<file path="src/rtl/pong_score_display.sv">
// Pong scoreboard: two BCD player scores, win detection, and a 4-digit
// multiplexed active-low seven-segment driver scanned from the 1 kHz strobe.
module pong_score_display #(
    parameter int WIN_SCORE = 11,
    parameter int BLINK_BIT = 8
) (
    input  logic       clk_100MHz,
    input  logic       rst_n,
    input  logic       i_1000Hz,
    input  logic       i_point_l,
    input  logic       i_point_r,
    input  logic       i_new_game,
    output logic [3:0] o_an,
    output logic [6:0] o_seg,
    output logic       o_game_over,
    output logic       o_winner
);

    typedef enum logic {PLAY, OVER} state_t;

    localparam logic [7:0] WIN_BCD = {4'(WIN_SCORE / 10), 4'(WIN_SCORE % 10)};

    function automatic logic [7:0] bcd_inc(input logic [7:0] v);
        if (v[3:0] == 4'd9)
            return {((v[7:4] == 4'd9) ? 4'd0 : v[7:4] + 4'd1), 4'd0};
        else
            return {v[7:4], v[3:0] + 4'd1};
    endfunction

    function automatic logic [6:0] seg7(input logic [3:0] d);
        case (d)
            4'd0:    return 7'b1000000;
            4'd1:    return 7'b1111001;
            4'd2:    return 7'b0100100;
            4'd3:    return 7'b0110000;
            4'd4:    return 7'b0011001;
            4'd5:    return 7'b0010010;
            4'd6:    return 7'b0000010;
            4'd7:    return 7'b1111000;
            4'd8:    return 7'b0000000;
            4'd9:    return 7'b0010000;
            default: return 7'b1111111;
        endcase
    endfunction

    logic       r_1k_q, r_1k_d;
    logic [1:0] idx_q, idx_d;
    logic [8:0] blink_q, blink_d;
    logic [7:0] l_score_q, l_score_d, r_score_q, r_score_d;
    state_t     state_q, state_d;
    logic       winner_q, winner_d;
    logic [3:0] an_q, an_d;
    logic [6:0] seg_q, seg_d;

    logic       tick;
    logic [7:0] l_inc, r_inc;
    logic       l_win, r_win;
    logic [3:0] digit;
    logic       blank;

    assign tick  = i_1000Hz & ~r_1k_q;
    assign l_inc = bcd_inc(l_score_q);
    assign r_inc = bcd_inc(r_score_q);
    assign l_win = i_point_l && (l_inc == WIN_BCD);
    assign r_win = i_point_r && (r_inc == WIN_BCD);

    always_comb begin
        r_1k_d    = i_1000Hz;
        idx_d     = idx_q + {1'b0, tick};
        blink_d   = blink_q + {8'd0, tick};
        state_d   = state_q;
        winner_d  = winner_q;
        l_score_d = l_score_q;
        r_score_d = r_score_q;
        if (i_new_game) begin
            l_score_d = 8'h00;
            r_score_d = 8'h00;
            state_d   = PLAY;
            winner_d  = 1'b0;
        end else if (state_q == PLAY) begin
            if (i_point_l) l_score_d = l_inc;
            if (i_point_r) r_score_d = r_inc;
            // A simultaneous win goes to the left player.
            if (l_win || r_win) begin
                state_d  = OVER;
                winner_d = ~l_win;
            end
        end
    end

    always_comb begin
        case (idx_q)
            2'd0:    digit = r_score_q[3:0];
            2'd1:    digit = r_score_q[7:4];
            2'd2:    digit = l_score_q[3:0];
            default: digit = l_score_q[7:4];
        endcase
        // idx_q[1] selects the left player; the loser is the side opposite winner_q.
        blank = (idx_q[0] && digit == 4'd0) ||
                (state_q == OVER && blink_q[BLINK_BIT] && (idx_q[1] == winner_q));
        an_d  = ~(4'b0001 << idx_q);
        seg_d = blank ? 7'b1111111 : seg7(digit);
    end

    always_ff @(posedge clk_100MHz or negedge rst_n) begin
        if (!rst_n) begin
            r_1k_q    <= 1'b0;
            idx_q     <= 2'd0;
            blink_q   <= 9'd0;
            l_score_q <= 8'h00;
            r_score_q <= 8'h00;
            state_q   <= PLAY;
            winner_q  <= 1'b0;
            an_q      <= 4'b1111;
            seg_q     <= 7'b1111111;
        end else begin
            r_1k_q    <= r_1k_d;
            idx_q     <= idx_d;
            blink_q   <= blink_d;
            l_score_q <= l_score_d;
            r_score_q <= r_score_d;
            state_q   <= state_d;
            winner_q  <= winner_d;
            an_q      <= an_d;
            seg_q     <= seg_d;
        end
    end

    assign o_an        = an_q;
    assign o_seg       = seg_q;
    assign o_game_over = (state_q == OVER);
    assign o_winner    = winner_q;

endmodule

</file>
<file path="config.mk">
export PLATFORM = sky130hd
export DESIGN_NAME = pong_score_display
export DESIGN_NICKNAME = d
export VERILOG_FILES = /design/src/rtl/pong_score_display.sv
export SDC_FILE = /design/constraint.sdc
export NUM_CORES = 1
export LEC_CHECK = 0
export ABC_AREA = 1
export BUFFER_PORTS_ARGS = -buffer_cell sky130_fd_sc_hd__clkbuf_2
export CAP_MARGIN = 5
export CORE_MARGIN = 2
export CORE_UTILIZATION = 30
export DETAILED_ROUTE_END_ITERATION = 10
export GPL_TIMING_DRIVEN = 0
export SLEW_MARGIN = 30
export SYNTH_ARGS = -nofsm -noshare
export SYNTH_HDL_FRONTEND = slang
export SYNTH_SLANG_ARGS = --single-unit
</file>
<file path="constraint.sdc">
create_clock -name clk_100MHz -period 4.3 [get_ports clk_100MHz]
set_input_delay 0.86 -clock clk_100MHz [delete_from_list [all_inputs] [get_ports clk_100MHz]]
set_output_delay 0.86 -clock clk_100MHz [all_outputs]
set_load 0.05 [all_outputs]
</file>
==> impl_metrics.ini, run 1 <==
[status]
status = finished, final reports clean

[die]
ios = 19
initial_core_util_pct = 30.7
die_w_um = 89.9
dieArea_um2 = 8080
die_y_um = 89.9
num_rows = 31
coreArea_um2 = 7210

[sta]
period_needed_ns = 2.02
relSlewSlack_pct = 63.9
grt_setup_unrepaired = no
finalSetupTns_ns = 0
hold_viol_final = 0
skew_ns = 0.00864
tightest_slew_ns = 0.541
slew_violations = 0
fmax_mhz = 496
finalSetupViolCount = 0
hold_ws_ns = 0.480
min_period_over_period_pct = 46.9

[setup_path]
cp-start-kind = input port
cp_max_fo = 2
required_ns = 4.48
worstPathArrival_ns = 2.20
r2r_setup_slack_ns = 2.33
cp-end-kind = flip-flop
worst-setup-path-type = input port to flip-flop

[clock_network]
post-cts-setup-buffer-count = 0
ctsRootBufferMaster = clkbuf_8
clk_latency_ns = 0.29
htreeDepth = 2
cts_resized = 0
clock_path_buffers = 2
cts.sinks = 41
clkTransAtPathRegs_ns = 0.08
holdBufCountCts = 0
cts-buffers-inserted = 5
cts_tree = built

[synthesis]
yosysWarnings = 0
netlist_instances = 269
ys_types = 32
seq_area_frac_synth_pct = 47.0
synth_flop_cell = dfrtp_1
ys_ff_latch = 41
synth_fp_nets = 283
synthesis.area_um2 = 2210
avgSynthCellArea_um2 = 8.23
synth_edf_count = 0
postSynth.asyncResetShare_pct = 100

[route]
drtIter0Drc = 82
via_count = 1771
wl_per_cell_um = 10.9
drtPass1Iterations = 4
detail-route-antenna-nets = 0
drc = 0
wl_um = 4280
via_per_inst = 4.49

[place]
dpl.hpwl_um = 3260
post_dp_cell_area_um2 = 2430
port_buffers = 18
gp_congestion = 0.806
placed_cells = 386

[final_layout]
insertedDiodeCount = 0
nets = 308
syn_to_final_growth_pct = 15.0
final_layout_size_suffix_gt1_share_pct = 19.3
design_area_um2 = 2540
post-route-util_pct = 35.3
n_fill_cell = 783
stdcell_count = 394

[global_route]
track_usage_pct = 11.3
antenna_found_initial = 0
grt_pass1_vias = 1745
grt_pass1_wl_um = 7640
overflow = 0
grt_max_degree = 42

[pwr]
ir_drop_v = 0.000170
p_leak_nw = 1.27
power_density_nw_per_um2 = 603

[run]
cap_violations = 0

[min_path]
min_path_type = flip-flop to flip-flop
==> metal layers <==
metal / share of wire [%] / up-vias / global-route usage, %
met5: 0 / - / 0
met4: 0.33 / 0 / 3.08
met3: 5.2 / 2 / 3.02
met2: 45 / 46 / 18.6
met1: 49 / 802 / 14.9
li1: - / 921 / -
==> critical path, stage by stage <==
cell	delay, ns
clkbuf_2	0.09
inv_1	0.03
nor2_1	0.14
ha_1	0.19
ha_1	0.18
nand3_1	0.11
nor3b_1	0.30
nand3_1	0.14
xor2_1	0.16
==> through the flow <==
step | worst slack [ns] | power, W
global placement | 1.94 | 0.00122
global route | 2.13 | 0.00165
floorplan | 2.20 | 0.00111
finish | 2.28 | 0.00153
CTS | 2.24 | 0.00156
detailed placement | 1.92 | 0.00124
==> layout by cell type (no fill, tap or decap), drive strengths merged, types with 2 or more instances in the layout <==
| master | Yosys | routed |
|---|---|---|
| o21ai | 11 | 11 |
| o22ai | 8 | 8 |
| inv | 42 | 42 |
| clkinv | 1 | 2 |
| dfrtp | 30 | 30 |
| buf | 2 | 2 |
| a21oi | 7 | 7 |
| o211ai | 5 | 5 |
| nor2 | 20 | 20 |
| nand2 | 74 | 74 |
| xor2 | 7 | 7 |
| nand3b | 2 | 2 |
| dfstp | 11 | 11 |
| clkbuf | 0 | 23 |
| or2 | 3 | 3 |
| ha | 8 | 8 |
| nand3 | 28 | 28 |
| nand4 | 5 | 5 |
==> path summary, 6_finish.rpt <==
| kind | depth (start not counted) | start | end |
|---|---|---|---|
| setup / recovery | 9 | i_1000Hz | blink_q[8] |
| hold / removal | 1 | blink_q[7] | blink_q[7] |
| setup reg to reg | 10 | idx_q[0] | o_seg[4] |
| hold reg to reg | 1 | blink_q[7] | blink_q[7] |
| max in group asynchronous | 1 | rst_n | o_seg[6] |
| min in group asynchronous | 1 | rst_n | blink_q[4] |
==> power breakdown <==
part / internal (W) / total, W / switching [W] / leakage (nW)
registers: 0.000527 / 0.000591 / 0.0000640 / 0.503
clock network: 0.000174 / 0.000311 / 0.000137 / 0.0543
logic: 0.000188 / 0.000633 / 0.000445 / 0.711
total: 0.000889 / 0.00153 / 0.000645 / 1.27
==> cell families (layout without fill, tap and decap cells) <==
group | count (synthesis) | after routing | synth area share, %
AO/OA/AOI/OAI | 33 | 33 | 9.44
XOR/XNOR | 8 | 8 | 3.17
adder cells (fa/ha/maj) | 8 | 8 | 4.52
buffers and inverters | 45 | 71 | 8.37
flip-flops | 41 | 41 | 47.0
AND/OR/NAND/NOR | 134 | 134 | 27.5
==> layout make-up <==
| class | instances | area [um^2] | share of cell area, % |
|---|---|---|---|
| Sequential cell | 41 | 1040 | 40.9 |
| Multi-Input combinational cell | 183 | 988 | 38.8 |
| Inverter | 43 | 163 | 6.39 |
| Tap cell | 99 | 124 | 4.87 |
| Timing Repair Buffer | 18 | 92.6 | 3.64 |
| Clock buffer | 5 | 68.8 | 2.70 |
| Clock inverter | 3 | 46.3 | 1.82 |
| Buffer | 2 | 22.5 | 0.885 |
==> sequential cells by signal (all words and copies together) (netlist names) <==
| signal | flops |
|---|---|
| blink_q | 9 |
| l_score_q | 8 |
| o_winner | 1 |
| r_score_q | 8 |
| o_an | 4 |
| idx_q | 2 |
| r_1k_q | 1 |
| o_game_over | 1 |
| o_seg | 7 |
==> cells in the mapped netlist, drive strengths merged (3+ instances only) <==
cell    count  area [um^2]
o211ai      5         37.5
nor2       20         85.1
nand4       5         31.3
nand3      28          150
xor2        7         61.3
o22ai       8         50.1
ha          8          100
a21oi       7         50.1
nand2      74          293
dfstp      11          289
inv        42          158
dfrtp      30          751
or2         3         18.8
o21ai      11         55.1
(Power assumes the default switching activity.)
==> run 2: changes to the inputs <==
==> constraint.sdc (replaced) <==
create_clock -name clk_100MHz -period 2.1 [get_ports clk_100MHz]
set_input_delay 0.42 -clock clk_100MHz [delete_from_list [all_inputs] [get_ports clk_100MHz]]
set_output_delay 0.42 -clock clk_100MHz [all_outputs]
set_load 0.05 [all_outputs]
==> run 2 against run 1 <==
Effect of this change: register-to-register slack worse by 2.2 ns; hold slack worse by 0.35 ns; die area stayed put; clock power is 100% higher; critical path depth stayed put.
==> impl_metrics.ini, run 2 (synthesized netlist as in run 1, its figures left out) <==
[setup_path]
r2r-start = l_score_q[1]
max_stage_delay_ns = 0.47
startpoint = l_score_q[1]
required_ns = 2.33
reg2reg_to = o_seg[4]
cp-start-kind = flip-flop
crit_slowest_cell = dfrtp_1
worstPathArrival_ns = 2.16
cp-end-kind = flip-flop
cp-endpoint = o_seg[4]
cp_max_fo = 7
crit_path_frequent_cell = nand2_1
cp_cell_sequence = o21ai_0, o211ai_1, o21ai_1, inv_1, ha_1, or2_2, nand3_1, nand2_1, nand2_1
worst-setup-path-type = flip-flop to flip-flop
r2r_setup_slack_ns = 0.17
ff2ff_path_depth = 9

[final_layout]
insertedDiodeCount = 0
syn_to_final_growth_pct = 15.0
final_layout_size_suffix_gt1_share_pct = 19.7
final_cell_mix = nand2_1 (68), inv_1 (40), dfrtp_1 (29)
largest_register_ffs = 9
nets = 308
final_common_cell = nand2_1
n_fill_cell = 784
regMostFlops = blink_q
reg.largest.list = blink_q: 9 flops, l_score_q: 8 flops, r_score_q: 8 flops

[sta]
finalSetupTns_ns = 0
hold_viol_final = 0
min_period_over_period_pct = 91.9
fmax_mhz = 518
finalSetupViolCount = 0
slew_violations = 0
relSlewSlack_pct = 63.9
grt_setup_unrepaired = no
skew_ns = 0.00864
period_needed_ns = 1.93
tightest_slew_ns = 0.541

[clock_network]
cts.sinks = 41
ctsRootBufferMaster = clkbuf_8
cts-buffers-inserted = 5
cts_tree = built
clock_path_buffers = 2
clkTransAtPathRegs_ns = 0.08
clk_latency_ns = 0.29
holdBufCountCts = 0
htreeDepth = 2

[pwr]
p_clk_share_pct = 20.2
p_leak_nw = 1.27
ir_drop_v = 0.000348
power_frac_comb_pct = 41.2
power_density_nw_per_um2 = 1230
switchingPower_w = 0.00132
swShare_pct = 42.0
fin_total_pwr_w = 0.00314
p_seq_share_pct = 38.6
intPower_w = 0.00182

[min_path]
min_path_type = input port to async pin

[global_route]
overflow = 0
grt_max_degree = 42
grt_pass1_vias = 1745
antenna_found_initial = 0
track_usage_pct = 11.3
grt_pass1_wl_um = 7640

[die]
ios = 19
die_w_um = 89.9
initial_core_util_pct = 30.7
die_y_um = 89.9
dieArea_um2 = 8080
coreArea_um2 = 7210
num_rows = 31

[route]
drtIter0Drc = 82
via_count = 1771
detail-route-antenna-nets = 0
drc = 0
via_per_inst = 4.49
drtPass1Iterations = 4
wl_um = 4280
wl_per_cell_um = 10.9

[place]
dpl.hpwl_um = 3260
gp_congestion = 0.806
port_buffers = 18

[status]
status = finished, final reports clean

[run]
cap_violations = 0
[run 2: changes by cell type in the layout (fill, tap and decap cells not counted)]
cell,before,now
dfrtp_1,30,29
dfrtp_2,0,1
[run 2: worst max-delay path, delay by kind of cell, from the launching register on]
family	cells	cell delay [ns]
AO/OA/AOI/OAI	3	0.54
AND/OR/NAND/NOR	4	0.49
flip-flops	1	0.47
adder cells (fa/ha/maj)	1	0.22
buffers and inverters	1	0.14
[run 2: metrics by stage]
stage	instance area [um^2]	std cells	setup slack [ns]	utilization [%]	hold slack (ns)
after floorplan	2210	269	0.393	-	0.124
after global placement	2430	386	0.175	33.6	0.464
after detailed placement	2430	386	0.142	33.7	0.470
after CTS	2540	394	0.0935	35.3	0.148
after global routing	2550	394	0.0146	35.3	0.159
final	2550	394	0.170	35.3	0.132
[run 2: layout make-up]
cell class              count  area, um^2  share of cell area, %
plain buffers               2        22.5                  0.885
clock buffers               5        68.8                   2.70
clock inverters             3        46.3                   1.82
inverters                  43         163                   6.39
multi-input cells         183         988                   38.8
flip-flops and latches     41        1040                   40.9
well taps                  99         124                   4.86
repair buffers             18        92.6                   3.64
[run 2: how the worst min path moves through the flow]
stage               startpoint    endpoint  slack, ns  depth (start not counted)
floorplan                rst_n  blink_q[0]       0.12                          0
global placement    blink_q[7]  blink_q[7]       0.46                          1
detailed placement  blink_q[7]  blink_q[7]       0.47                          1
CTS                      rst_n    idx_q[0]       0.15                          1
global route             rst_n  blink_q[4]       0.16                          1
finish                   rst_n  blink_q[4]       0.13                          1
[run 2: power groups by stage]
stage                     combinational, W  sequential [W]  clock (W)
after CTS                          0.00131         0.00121   0.000661
after detailed placement           0.00130         0.00123          0
after global placement             0.00129         0.00122          0
after floorplan                   0.000687         0.00158          0
final                              0.00130         0.00121   0.000636
after global routing               0.00145         0.00125   0.000696
[run 2: metal layers]
layer / routed length (um) / track usage (%)
met1: 2110 / 14.9
met2: 1930 / 18.6
met3: 223 / 3.02
met4: 14 / 3.08
met5: 0 / 0
[run 2: what timing repair did]
item | in CTS | in global routing
gates resized for setup | 0 | 1
setup endpoints to repair | 0 | 7
buffers inserted | 0 | 0
==> run 3: changes to the inputs <==
--- a/config.mk
+++ b/config.mk
@@ -8,10 +8,11 @@
 export ABC_AREA = 1
 export BUFFER_PORTS_ARGS = -buffer_cell sky130_fd_sc_hd__clkbuf_2
 export CAP_MARGIN = 5
-export CORE_MARGIN = 2
+export CORE_MARGIN = 3
 export CORE_UTILIZATION = 30
 export DETAILED_ROUTE_END_ITERATION = 10
 export GPL_TIMING_DRIVEN = 0
+export REMOVE_ABC_BUFFERS = 1
 export SLEW_MARGIN = 30
 export SYNTH_ARGS = -nofsm -noshare
 export SYNTH_HDL_FRONTEND = slang
==> run 3 against run 2 <==
Effect of this change: clock power up 3.6%; critical path depth unchanged; worst setup slack better by 0.076 ns; fmax rose by 4.1%; first-iteration DRC count grew 33%; sequential share of layout area rose by 0.23 points; largest cell class unchanged; clock-buffer cell count rose by 1; routed wire length increased by 1.2%; global-route usage hardly changed.
==> impl_metrics.ini, run 3 (synthesized netlist as in run 1, its figures left out) <==
[pwr]
p_clk_share_pct = 21.1
power_density_nw_per_um2 = 1230
p_seq_share_pct = 39.8
ir_drop_v = 0.000350
intPower_w = 0.00182
switchingPower_w = 0.00130
fin_total_pwr_w = 0.00312
p_leak_nw = 1.26
power_frac_comb_pct = 39.1
swShare_pct = 41.7

[global_route]
track_usage_pct = 11.3
grt_pass1_wl_um = 7850
grt_pass1_vias = 1754
grt_max_degree = 42
antenna_found_initial = 0
overflow = 0

[final_layout]
final_common_cell = nand2_1
largest_register_ffs = 9
nets = 306
syn_to_final_growth_pct = 14.5
register_area_um2 = 1040
regMostFlops = blink_q
final_layout_size_suffix_gt1_share_pct = 20.1
multiInputGateArea_um2 = 997
reg.largest.list = blink_q: 9 flops, l_score_q: 8 flops, r_score_q: 8 flops
final_cell_mix = nand2_1 (68), inv_1 (40), dfrtp_1 (28)
insertedDiodeCount = 0
n_fill_cell = 755

[clock_network]
ctsRootBufferMaster = clkbuf_8
htreeDepth = 2
cts-buffers-inserted = 5
clkTransAtPathRegs_ns = 0.08
clk_latency_ns = 0.29
clock_path_buffers = 2
post-cts-setup-buffer-count = 0
cts_tree = built
cts.sinks = 41

[place]
port_buffers = 18
dp_worst_setup_slack_ns = 0.0966
gp_congestion = 0.870
dpl.hpwl_um = 3250

[setup_path]
r2r-start = idx_q[1]
startpoint = idx_q[1]
cp-start-kind = flip-flop
cp_cell_sequence = nor2_2, nand2_1, o211ai_1, o21ai_2, inv_1, ha_1, or2_1, nand3_1, nand2_1
worstPathArrival_ns = 2.08
cp_top_family = simple AND/OR/NAND/NOR gates
ff2ff_path_depth = 9
crit_slowest_cell = dfrtp_2
path_depth = 9
required_ns = 2.32
path_buf_inv = 1
cp-endpoint = o_seg[3]
max_stage_delay_ns = 0.49
worst-setup-path-type = flip-flop to flip-flop
cp_max_fo = 10
cp-end-kind = flip-flop
reg2reg_to = o_seg[3]
r2r_setup_slack_ns = 0.25
crit_path_frequent_cell = nand2_1

[sta]
slew_violations = 0
finalSetupTns_ns = 0
hold_viol_final = 0
finalSetupViolCount = 0
finalWorstSetupSlack_ns = 0.246
skew_ns = 0.00479
grt_setup_unrepaired = no
fmax_mhz = 539
relSlewSlack_pct = 63.2
tightest_slew_ns = 0.551
min_period_over_period_pct = 88.3
period_needed_ns = 1.85

[route]
wl_um = 4330
drc = 0
wl_per_cell_um = 11.1
detail-route-antenna-nets = 0
drtPass1Iterations = 4
via_count = 1777
via_per_inst = 4.57
drtIter0Drc = 109

[die]
num_rows = 30
dieArea_um2 = 8440
die_y_um = 91.9
die_w_um = 91.9
initial_core_util_pct = 31.7
ios = 19
coreArea_um2 = 6980

[min_path]
min_path_type = input port to async pin

[status]
status = finished, final reports clean

[run]
cap_violations = 0
[run 3: timing repair]
action,4_1_cts,5_1_grt
gates resized for setup,0,4
setup endpoints to repair,0,7
hold buffers,0,0
[run 3: cell type report]
type | count | area share, %
clock buffer | 6 | 3.26
clock inverter | 2 | 1.48
timing repair buffer | 18 | 3.65
sequential | 41 | 41.1
inverter | 43 | 6.42
multi-input combinational | 183 | 39.3
tap | 96 | 4.74
[run 3: how the worst min path moves through the flow]
stage	from	endpoint	slack, ns	cells past startpoint
3_3_place_gp	blink_q[7]	blink_q[7]	0.46	1
2_1_floorplan	rst_n	blink_q[0]	0.12	0
6_report	rst_n	blink_q[4]	0.13	1
5_1_grt	rst_n	blink_q[4]	0.17	1
3_5_place_dp	blink_q[7]	blink_q[7]	0.47	1
4_1_cts	rst_n	r_score_q[3]	0.16	1
[run 3: layer usage]
metal,track usage (%),part of all wire [%]
met3,3.12,5.4
met5,0,0
met4,3.96,1.2
met2,17.7,44
met1,15.0,50
[run 3: per-stage QoR]
stage	instance area, um^2	std cells	util [%]	hold slack [ns]
2_1_floorplan	2190	267	-	0.124
3_3_place_gp	2400	381	34.4	0.460
3_5_place_dp	2400	381	34.4	0.466
4_1_cts	2520	389	36.1	0.159
5_1_grt	2530	389	36.3	0.170
6_report	2530	389	36.3	0.131
[run 3: power groups by stage]
stage | Combinational (W) | Sequential [W] | Clock, W
3_5_place_dp | 0.00122 | 0.00126 | 0
3_3_place_gp | 0.00121 | 0.00125 | 0
6_report | 0.00122 | 0.00124 | 0.000659
2_1_floorplan | 0.000619 | 0.00160 | 0
5_1_grt | 0.00139 | 0.00128 | 0.000715
4_1_cts | 0.00123 | 0.00124 | 0.000677
